File: src/rtl/ifetch_ctrl_if.sv
// Instruction fetch controller bundle: instruction bus, decode handshake,
// next-PC predictor and execute redirect, seen from the controller (master).
interface ifetch_ctrl_if;
    logic        ireq_valid;
    logic [63:0] ireq_addr;
    logic        iresp_data_ok;
    logic [31:0] iresp_data;
    logic [63:0] fetch_pc;
    logic [31:0] fetch_instr;
    logic [63:0] pred_pc;
    logic        out_valid;
    logic        out_ready;
    logic        out_misalign;
    logic        redirect;
    logic [63:0] redirect_pc;

    modport master (
        output ireq_valid, ireq_addr, fetch_pc, fetch_instr, out_valid, out_misalign,
        input  iresp_data_ok, iresp_data, pred_pc, out_ready, redirect, redirect_pc
    );

    modport slave (
        input  ireq_valid, ireq_addr, fetch_pc, fetch_instr, out_valid, out_misalign,
        output iresp_data_ok, iresp_data, pred_pc, out_ready, redirect, redirect_pc
    );
endinterface

File: src/rtl/ifetch_ctrl.sv
// Two-state instruction fetch controller: issues one bus request, holds the
// returned word for decode, and folds in execute redirects without disturbing a live request.
module ifetch_ctrl (
    input  logic          clk,
    input  logic          reset,
    ifetch_ctrl_if.master bus
);
    typedef enum logic {
        ST_FETCH = 1'b0,
        ST_HOLD  = 1'b1
    } state_t;

    localparam logic [63:0] RESET_PC = 64'h0000_0000_8000_0000;

    state_t      r_state;
    logic [63:0] r_pc;
    logic [31:0] r_instr_q;
    logic        r_mis_q;
    logic        r_pend;
    logic [63:0] r_pend_pc;

    logic w_aligned;
    logic w_fetch;
    logic w_hold;

    assign w_aligned = (r_pc[1:0] == 2'b00);
    assign w_fetch   = (r_state == ST_FETCH);
    assign w_hold    = (r_state == ST_HOLD);

    // Reset gates the strobes combinationally so they drop the instant reset rises.
    assign bus.ireq_valid   = !reset && w_fetch && w_aligned;
    assign bus.ireq_addr    = r_pc;
    assign bus.out_valid    = !reset && w_hold;
    assign bus.out_misalign = !reset && w_hold && r_mis_q;
    assign bus.fetch_pc     = r_pc;
    assign bus.fetch_instr  = r_instr_q;

    always_ff @(posedge clk or posedge reset) begin
        if (reset) begin
            r_state   <= ST_FETCH;
            r_pc      <= RESET_PC;
            r_instr_q <= 32'h0000_0000;
            r_mis_q   <= 1'b0;
            r_pend    <= 1'b0;
            r_pend_pc <= 64'h0;
        end else begin
            case (r_state)
                ST_FETCH: begin
                    if (!w_aligned) begin
                        r_instr_q <= 32'h0000_0000;
                        r_mis_q   <= 1'b1;
                        r_state   <= ST_HOLD;
                    end else if (bus.iresp_data_ok) begin
                        // A redirect seen during the transaction makes its data stale.
                        if (r_pend || bus.redirect) begin
                            r_pc   <= bus.redirect ? bus.redirect_pc : r_pend_pc;
                            r_pend <= 1'b0;
                        end else begin
                            r_instr_q <= bus.iresp_data;
                            r_mis_q   <= 1'b0;
                            r_state   <= ST_HOLD;
                        end
                    end else if (bus.redirect) begin
                        r_pend    <= 1'b1;
                        r_pend_pc <= bus.redirect_pc;
                    end
                end
                ST_HOLD: begin
                    if (bus.redirect) begin
                        r_pc    <= bus.redirect_pc;
                        r_state <= ST_FETCH;
                    end else if (bus.out_ready) begin
                        r_pc    <= bus.pred_pc;
                        r_state <= ST_FETCH;
                    end
                end
                default: r_state <= ST_FETCH;
            endcase
        end
    end
endmodule

File: src/flat_wrapper.sv
// flat-port wrapper written by rule: the top's interface ports become plain ports
module ifetch_ctrl_flat 
  (clk, reset, bus_ireq_valid, bus_ireq_addr, bus_fetch_pc, bus_fetch_instr, bus_out_valid, bus_out_misalign, bus_iresp_data_ok, bus_iresp_data, bus_pred_pc, bus_out_ready, bus_redirect, bus_redirect_pc);
  ifetch_ctrl_if bus_i ();
  input  logic clk;
  input  logic reset;
  output wire logic [$bits(bus_i.ireq_valid)-1:0] bus_ireq_valid;
  output wire logic [$bits(bus_i.ireq_addr)-1:0] bus_ireq_addr;
  output wire logic [$bits(bus_i.fetch_pc)-1:0] bus_fetch_pc;
  output wire logic [$bits(bus_i.fetch_instr)-1:0] bus_fetch_instr;
  output wire logic [$bits(bus_i.out_valid)-1:0] bus_out_valid;
  output wire logic [$bits(bus_i.out_misalign)-1:0] bus_out_misalign;
  input wire logic [$bits(bus_i.iresp_data_ok)-1:0] bus_iresp_data_ok;
  input wire logic [$bits(bus_i.iresp_data)-1:0] bus_iresp_data;
  input wire logic [$bits(bus_i.pred_pc)-1:0] bus_pred_pc;
  input wire logic [$bits(bus_i.out_ready)-1:0] bus_out_ready;
  input wire logic [$bits(bus_i.redirect)-1:0] bus_redirect;
  input wire logic [$bits(bus_i.redirect_pc)-1:0] bus_redirect_pc;
  assign bus_ireq_valid = bus_i.ireq_valid;
  assign bus_ireq_addr = bus_i.ireq_addr;
  assign bus_fetch_pc = bus_i.fetch_pc;
  assign bus_fetch_instr = bus_i.fetch_instr;
  assign bus_out_valid = bus_i.out_valid;
  assign bus_out_misalign = bus_i.out_misalign;
  assign bus_i.iresp_data_ok = bus_iresp_data_ok;
  assign bus_i.iresp_data = bus_iresp_data;
  assign bus_i.pred_pc = bus_pred_pc;
  assign bus_i.out_ready = bus_out_ready;
  assign bus_i.redirect = bus_redirect;
  assign bus_i.redirect_pc = bus_redirect_pc;
  ifetch_ctrl u_core (.clk(clk), .reset(reset), .bus(bus_i));
endmodule
File: config.mk
export PLATFORM = sky130hd
export DESIGN_NAME = ifetch_ctrl_flat
export DESIGN_NICKNAME = d
export VERILOG_FILES = /design/src/rtl/ifetch_ctrl_if.sv /design/src/rtl/ifetch_ctrl.sv /design/src/flat_wrapper.sv
export SDC_FILE = /design/constraint.sdc
export NUM_CORES = 1
export LEC_CHECK = 0
export ABC_CLOCK_PERIOD_IN_PS = 6900
export CAP_MARGIN = 40
export CORE_AREA = 2 2 146 148
export DETAILED_ROUTE_END_ITERATION = 10
export DIE_AREA = 0 0 148 150
export PLACE_DENSITY = 0.78
export SYNTH_ARGS = -nofsm -noshare
export SYNTH_HDL_FRONTEND = slang
export SYNTH_SLANG_ARGS = --single-unit
File: constraint.sdc
create_clock -name clk -period 6.9 [get_ports clk]
set_input_delay 1.38 -clock clk [delete_from_list [all_inputs] [get_ports clk]]
set_output_delay 1.38 -clock clk [all_outputs]
set_load 0.1 [all_outputs]
; Word-level counts from Yosys, hierarchy flattened
; Cells that the tools add are included.
[word_totals]
reg_bits = 163
input_bits = 165
out_inout_bits = 163
word_cells = 49
[op_classes]
eq_ne = 7
n_mux = 22
bitwise = 2
n_reduce_logical = 12
[op_table]
columns = cell, count
row1 = $mux 64, 6
row2 = $pmux 64 s2, 1
row3 = $mux 32, 3
row4 = $mux 1, 11
row5 = $ne 2x2->1 const B, 4
row6 = $reduce_and 4->1, 2
row7 = $reduce_and 3->1, 2
row8 = $logic_and 1x1->1, 4
row9 = $ne 2x1->1 const B, 2
row10 = $ne 3x3->1 const B, 1
row11 = $logic_not 2->1, 1
row12 = $not 1->1, 2
row13 = $pmux 1 s2, 1
row14 = $reduce_bool 2->1, 1
row15 = $logic_not 1->1, 1
row16 = $logic_or 1x1->1, 1

; Depth between registers and ports, before layout
; Gate-level depths: netlist of the first run.
[depth]
word_depth = 5
ltp_mapped = 6
ltp_nobuf = 3

; Least setup slack after synthesis of the first run
; No wires, ideal clock.
[synth_timing]
path_type = input to output
from = in reset
to = out bus_out_misalign
arrival_ns = 3.654
t_required_ns = 5.520
slack_ns = 1.866
stages = 2
n_path_buf = 0
path_cell_list = nor2b_1 > and2_1
[synth_via]
elab_chain_len = 3
[synth_lines]
columns = item, line_no
row1 = from (decl), flat_wrapper.sv:6  ; input logic reset;
row2 = $logic_not 1->1, ifetch_ctrl.sv:34  ; assign bus.out_misalign = !reset && w_hold && r_mis_q;
row3 = $logic_and 1x1->1 (2 in series), ifetch_ctrl.sv:34
row4 = to (decl), flat_wrapper.sv:12  ; output wire logic [$bits(bus_i.out_misalign)-1:0] bus_out_misalign;
; No other way between the ends.

; Worst setup path after layout of the first run
; Ends and elaborated chain as after synthesis.

==> results.yml, run 1 <==
outcome:
  status: "complete, no violations"
sta:
  fmaxAchievable_mhz: 230
  slew_violations: 0
  whs_ns: 0.505
  worst-slew-pin-transition_ns: 0.696
  min_period_over_period: 0.630
  setup_viol: 0
  tns_ns: 0
  min_period_ns: 4.34
  clock-skew-final_ns: 0.0132
  hold_violations: 0
  slew_headroom: 0.536
  rsz0062_at_grt: "false"
yosys:
  synth_top_area_cell: "dfrtp_1"
  ys_top_cells_by_count: "dfrtp_1 (162), mux2_2 (123), mux2i_1 (96), nand2_1 (96), buf_4 (67)"
  ys.flop_type: "dfrtp_1"
  synth_nets: 870
  netlist.area_leader.share: 0.499
  yosysUniqueCellTypes: 25
  ys_seq_area_frac: 0.502
  yosysMostFrequentCell: "dfrtp_1"
  synth_warnings: 0
  synth_area_leaders: "dfrtp_1 (50%), mux2_2 (17%), mux2i_1 (12%), buf_4 (6.2%), nand2_1 (4.4%)"
  ys_seq_elements: 163
  async_flop_share: 1.00
  syn_area_um2: 8130
  syn_area_per_cell_um2: 11.5
  syn_inst: 705
  synth_edf_count: 0
cts:
  cts_setup_buffers: 0
  insertion_delay_ns: 0.42
  numClockSinks: 163
  numCtsBuffers: 17
  cts-resized-gates: 0
  clockRootBuffer: "clkbuf_16"
  clk_pin_slew_ns: 0.06
  cts-htree-levels: 4
  cts_buffer_depth: 2
  cts_hold_buf: 0
  cts_tree: "done"
floorplanning:
  ios: 328
  dieWidth_um: 148
  start_util: 0.393
  fp.dieH_um: 150
  core_um2: 20700
  dieArea_um2: 22200
  row_count: 53
grt:
  grt_pass1_vias: 7602
  grt_use_total: 0.233
  grt_overflow: 0
  grt_first_pass_wirelength_um: 40400
  antenna_found_initial: 1
  grt_max_degree: 73
critical_path:
  critPathMostFrequentCell: "clkdlybuf4s50_1"
  cp_max_fo: 3
  r2r_start: "u_core.r_state"
  r2r_setup_slack_ns: 4.21
  reg2reg_to: "u_core.r_pend_pc[22]"
  worstSetupPathType: "primary input to output port"
  slowest_delay_ns: 0.53
  endpoint: "bus_out_misalign"
  reg2reg_depth: 4
  critical_path.slowest_cell: "clkdlybuf4s50_1"
  crit_chain: "clkdlybuf4s50_1 > nor2b_1 > and2_1 > clkdlybuf4s50_1 > buf_8"
  start_kind: "primary input"
  end_kind: "output port"
  arrival_ns: 2.96
  critical_path_required_ns: 5.52
  critical_path.startpoint: "reset"
drt:
  drt_iter0_drc: 210
  drt_wl_total_um: 26000
  viasPerCell: 4.85
  vias: 6823
  drcViolationCount: 0
  ant_nets: 0
  wire_per_inst_um: 18.5
  drt_first_pass_iters: 5
cells_and_area:
  area_growth_pct: 76.5
  nFillCells: 1404
  fin_nets: 1285
  drive_gt1_frac: 0.298
flow_run:
  drv_cap: 0
place:
  dp_hpwl_um: 19800
  io_buffers: 327
  place.gp.congestion: 0.747
min_path:
  worstHoldPathType: "flop to flop"
[metal layers]
layer,up-vias,global-route usage,wire (µm)
li1,3164,-,-
met1,3342,0.251,9590
met2,261,0.438,14300
met3,56,0.0515,1340
met4,0,0.0981,824
met5,-,0,0
[placed cells by master (no fill, tap or decap)]
master and instances:
buf_8 154, clkinvlp_4 2, buf_16 10, dfstp_2 1
a21oi_4 1, or2_1 1, mux2i_1 96, a21oi_1 2
buf_12 3, a21o_1 1, nor2_1 2, inv_1 34
clkdlybuf4s50_1 326, clkbuf_1 1, inv_8 1, mux2_2 123
dfrtp_1 161, and3_2 1, mux2_1 5, o21ai_0 65
and2_1 1, diode_2 1, inv_6 5, clkbuf_8 1
bufinv_16 2, clkinv_4 3, nor2_2 1, nor3_1 2
o22ai_1 1, clkbuf_16 17, dfrtp_4 1, o41ai_4 1
or3b_2 1, nand2_1 96, nor2b_1 1, buf_4 9
[through the flow]
stage | cells | utilization | setup slack, ns | area (µm²)
2_1_floorplan | 705 | - | 1.12 | 8130
5_1_grt | 1408 | 0.694 | 2.51 | 14400
4_1_cts | 1407 | 0.693 | 2.57 | 14300
3_5_place_dp | 1376 | 0.665 | 2.59 | 13800
3_3_place_gp | 1209 | 0.537 | 2.19 | 11100
6_report | 1408 | 0.694 | 2.56 | 14400
[how the worst min path moves through the flow]
stage | start | endpoint | slack (ns) | cells past startpoint
2_1_floorplan | u_core.r_mis_q | u_core.r_mis_q | 0.48 | 2
3_3_place_gp | u_core.r_pend_pc[6] | u_core.r_pend_pc[6] | 0.49 | 1
3_5_place_dp | u_core.r_pend_pc[39] | u_core.r_pend_pc[39] | 0.49 | 1
4_1_cts | u_core.r_pend_pc[59] | u_core.r_pend_pc[59] | 0.51 | 1
5_1_grt | u_core.r_pend_pc[39] | u_core.r_pend_pc[39] | 0.51 | 1
6_report | u_core.r_pend_pc[40] | u_core.r_pend_pc[40] | 0.51 | 1
[area by class of cell]
cell class | count | area, µm² | share of cell area
repair buffers | 502 | 5980 | 0.417
flip-flops and latches | 163 | 4080 | 0.285
multi-input cells | 401 | 3210 | 0.224
clock buffers | 19 | 443 | 0.0309
well taps | 275 | 344 | 0.0240
clock inverters | 12 | 148 | 0.0103
inverters | 35 | 136 | 0.00950
diodes | 1 | 2.50 | 0.000174
[worst max-delay path, delay by kind of cell]
| kind | cells | cell delay [ns] |
|---|---|---|
| buf+inv | 3 | 1.26 |
| simple gates | 2 | 0.33 |
[flip-flops by register name, summed over array words and instances (netlist names)]
| signal | count |
|---|---|
| u_core.bus.fetch_pc | 64 |
| u_core.r_pend | 1 |
| u_core.r_state | 1 |
| u_core.r_mis_q | 1 |
| u_core.r_pend_pc | 64 |
| u_core.bus.fetch_instr | 32 |
[kinds of logic (layout without fill, tap and decap cells)]
| group | after synthesis | in the layout | share of synthesized area |
|---|---|---|---|
| mux | 224 | 224 | 0.295 |
| compound gates | 71 | 71 | 0.0483 |
| other cells | 0 | 1 | 0 |
| buf+inv | 141 | 568 | 0.103 |
| flops | 163 | 163 | 0.502 |
| simple gates | 106 | 106 | 0.0511 |
Power of run 1 is left out: the tool's default activity adds up to more than one toggle a clock period on the data nets, which glitch-free logic cannot reach.
==> inputs of run 2 (changes only) <==
- ABC_CLOCK_PERIOD_IN_PS: 6900 -> 4330
- clock period: 6.9 -> 4.33 ns (I/O delays scaled with it)
==> run 2 against run 1 <==
Net effect: cell area shrank 0.51%; setup slack lost 1.1 ns; critical path depth shrank 1; register-to-register slack lost 2.4 ns; global-route usage shrank 0.63 points; wire length shrank 2.6%; clock skew shrank 0.0014 ns.
==> results.yml, run 2 (synthesis gave the netlist of run 1 again) <==
sta:
  min_period_over_period: 0.658
  clock-skew-final_ns: 0.0118
  slew_headroom: 0.400
  tns_ns: 0
  min_period_ns: 2.85
  slew_violations: 0
  fmaxAchievable_mhz: 351
  rsz0062_at_grt: "false"
  worst-slew-pin-transition_ns: 0.900
  setup_viol: 0
  hold_violations: 0
cts:
  cts_setup_buffers: 0
  numClockSinks: 163
  numCtsBuffers: 17
  cts_tree: "done"
  cts-resized-gates: 0
  cts_hold_buf: 0
  insertion_delay_ns: 0.43
  clockRootBuffer: "clkbuf_16"
  cts_buffer_depth: 2
  clk_pin_slew_ns: 0.06
  cts-htree-levels: 4
drt:
  ant_nets: 0
  drt_wl_total_um: 25300
  vias: 6750
  drt_first_pass_iters: 4
  drt_iter0_drc: 209
  viasPerCell: 4.81
  wire_per_inst_um: 18.0
  drcViolationCount: 0
grt:
  antenna_found_initial: 0
  grt_use_total: 0.226
  grt_max_degree: 98
  grt_overflow: 0
  grt_pass1_vias: 7421
  grt_first_pass_wirelength_um: 39300
floorplanning:
  fp.dieH_um: 150
  ios: 328
  start_util: 0.393
  dieWidth_um: 148
  row_count: 53
  core_um2: 20700
  dieArea_um2: 22200
critical_path:
  worstSetupPathType: "primary input to output port"
  start_kind: "primary input"
  critical_path.startpoint: "reset"
  cp_max_fo: 3
  arrival_ns: 1.98
  reg2reg_depth: 4
  r2r_setup_slack_ns: 1.78
  endpoint: "bus_out_misalign"
  r2r_start: "u_core.r_state"
  critical_path_required_ns: 3.46
  reg2reg_to: "u_core.r_pend_pc[30]"
  end_kind: "output port"
cells_and_area:
  drive_gt1_frac: 0.299
  antennaDiodeCount: 0
  fin_nets: 1280
  area_growth_pct: 75.6
  stdcell_area_um2: 14300
  most-common-layout-cells: "clkdlybuf4s50_1 (323), dfrtp_1 (161), buf_8 (153), mux2_2 (123)"
  layout_commonest_cell: "clkdlybuf4s50_1"
min_path:
  worstHoldPathType: "flop to flop"
  hp-start: "u_core.r_pend_pc[18]"
flow_run:
  drv_cap: 0
place:
  io_buffers: 327
  dp_hpwl_um: 19100
  place.gp.congestion: 0.739
  dpl_cell_area_um2: 13600
outcome:
  status: "complete, no violations"
## run 2: cell count changes in the layout (fill, tap and decap cells not counted), sizes merged
cell / previous run / this run
clkbuf: 19 / 18
diode: 1 / 0
clkinv: 3 / 6
buf: 176 / 174
clkdlybuf4s50: 326 / 323
clkinvlp: 2 / 1
bufinv: 2 / 3
inv: 40 / 39
## run 2: worst min path at each step
stage               slack, ns                   end  cells past startpoint
finish                   0.50  u_core.r_pend_pc[18]                      1
global route             0.52  u_core.r_pend_pc[40]                      1
CTS                      0.51  u_core.r_pend_pc[26]                      1
detailed placement       0.49  u_core.r_pend_pc[26]                      1
global placement         0.49  u_core.r_pend_pc[13]                      1
floorplan                0.48        u_core.r_mis_q                      2
## run 2: layer usage
metal  global-route usage  vias up  share of wire
li1                     -     3143              -
met1                0.249     3275           0.37
met2                0.413      262           0.54
met3               0.0543       70          0.055
met4                0.105        0          0.042
met5                    0        -              0
## run 2: worst max-delay path, stage by stage
cell and delay, ns:
clkdlybuf4s50_1 0.48, nor2b_1 0.18, and2_1 0.16, buf_4 0.29
## run 2: layout make-up
class	count	area [µm²]
clock inverters	14	195
clock buffers	18	439
multi-input cells	401	3210
well taps	275	344
fillers	1393	6410
flip-flops and latches	163	4080
inverters	35	135
repair buffers	497	5870
## run 2: through the flow
step	hold WS (ns)	std cells	setup slack, ns	util
after floorplan	0.478	705	0.116	-
after CTS	0.509	1403	1.47	0.690
after detailed placement	0.494	1371	1.29	0.659
after global routing	0.520	1403	1.42	0.690
after global placement	0.488	1211	1.35	0.539
final	0.505	1403	1.48	0.690
Power of run 2 is left out for the same reason.
==> inputs of run 3 (changes only) <==
- ABC_CLOCK_PERIOD_IN_PS: 4330 -> 2700
- clock period: 4.33 -> 2.7 ns (I/O delays scaled with it)
==> run 3 against run 2 <==
Net effect: first-iteration DRC count is 22% lower; largest cell class is now sequential cells; die area stayed put; wire length is 21% lower; global-route usage is 5.1 points lower; clock skew hardly changed; sequential share of layout area is 6.8 points higher; non-clock buffer count is 156 lower; utilization is 13 points lower; critical path depth is 1 lower.
==> results.yml, run 3 (synthesis gave the netlist of run 1 again) <==
outcome:
  status: "complete, no violations"
cts:
  numCtsBuffers: 17
  cts-resized-gates: 0
  cts_setup_buffers: 0
  clockRootBuffer: "clkbuf_16"
  cts-htree-levels: 4
  clk_pin_slew_ns: 0.07
  cts_hold_buf: 0
  cts_tree: "done"
  cts_buffer_depth: 2
  numClockSinks: 163
  insertion_delay_ns: 0.42
critical_path:
  critical_path_required_ns: 2.16
  cp_max_fo: 21
  critical_path.startpoint: "u_core.r_state"
  arrival_ns: 1.71
  reg2reg_depth: 4
  end_kind: "output port"
  r2r_start: "u_core.bus.fetch_pc[1]"
  start_kind: "flop"
  worstSetupPathType: "flop to output port"
floorplanning:
  start_util: 0.393
  core_um2: 20700
  row_count: 53
  dieArea_um2: 22200
  fp.dieH_um: 150
  dieWidth_um: 148
  ios: 328
min_path:
  worstHoldPathType: "flop to flop"
  hp-start: "u_core.r_pend_pc[29]"
  min_path_cells: 1
grt:
  antenna_found_initial: 0
  grt_use_total: 0.176
  grt_first_pass_wirelength_um: 30800
  grt_overflow: 0
  grt_max_degree: 120
  grt_pass1_vias: 5832
place:
  place.gp.congestion: 0.794
  io_buffers: 327
  dp_hpwl_um: 14300
  pre_cts_ws_ns: 0.260
  dpl_cell_area_um2: 10900
sta:
  min_period_over_period: 0.833
  worst-slew-pin-transition_ns: 0.537
  slew_headroom: 0.642
  rsz0062_at_grt: "false"
  slew_violations: 0
  hold_violations: 0
  clock-skew-final_ns: 0.0116
  min_period_ns: 2.25
  tns_ns: 0
  setup_ws_ns: 0.450
  setup_viol: 0
  fmaxAchievable_mhz: 444
cells_and_area:
  fin_nets: 1124
  layout_commonest_cell: "buf_4"
  most-common-layout-cells: "buf_4 (167), clkdlybuf4s50_1 (163), dfrtp_1 (161), mux2_2 (123)"
  area_growth_pct: 41.8
  antennaDiodeCount: 0
  stdcell_area_um2: 11500
  drive_gt1_frac: 0.353
drt:
  vias: 5896
  viasPerCell: 4.73
  ant_nets: 0
  drt_wl_total_um: 20000
  drt_first_pass_iters: 4
  drt_iter0_drc: 162
  wire_per_inst_um: 16.1
  drcViolationCount: 0
flow_run:
  drv_cap: 0
==> run 3: critical path, cell delays in order, from the launching register on <==
cell     delay, ns
dfrtp_4       0.69
nor2b_4       0.27
and2_4        0.17
buf_12        0.16
==> run 3: metrics by stage <==
stage	hold WS [ns]	instances	util
6_report	0.503	1247	0.557
5_1_grt	0.514	1247	0.557
4_1_cts	0.509	1247	0.557
3_5_place_dp	0.494	1215	0.527
3_3_place_gp	0.488	1215	0.527
2_1_floorplan	0.480	705	-
==> run 3: path summary, 6_finish.rpt <==
check / to / slack, ns
hold / removal: u_core.r_pend_pc[29] / 0.50
setup reg to reg: u_core.bus.fetch_pc[29] / 0.64
setup / recovery: bus_out_misalign / 0.45
max in group asynchronous: u_core.bus.fetch_pc[31] / 1.36
hold reg to reg: u_core.r_pend_pc[29] / 0.50
min in group asynchronous: u_core.bus.fetch_instr[17] / 0.64
==> run 3: area by class of cell <==
type	instances	area [µm²]
flip-flops and latches	163	4080
repair buffers	341	3110
fillers	1819	9160
clock buffers	20	457
multi-input cells	401	3240
inverters	35	135
clock inverters	12	171
well taps	275	344
==> run 3: per-layer routing <==
layer / vias up / GRT usage / share of wire
li1: 2833 / - / -
met1: 2861 / 0.210 / 0.40
met2: 183 / 0.310 / 0.52
met3: 19 / 0.0497 / 0.064
met4: 0 / 0.0510 / 0.014
met5: - / 0 / 0
Power of run 3 is left out for the same reason.
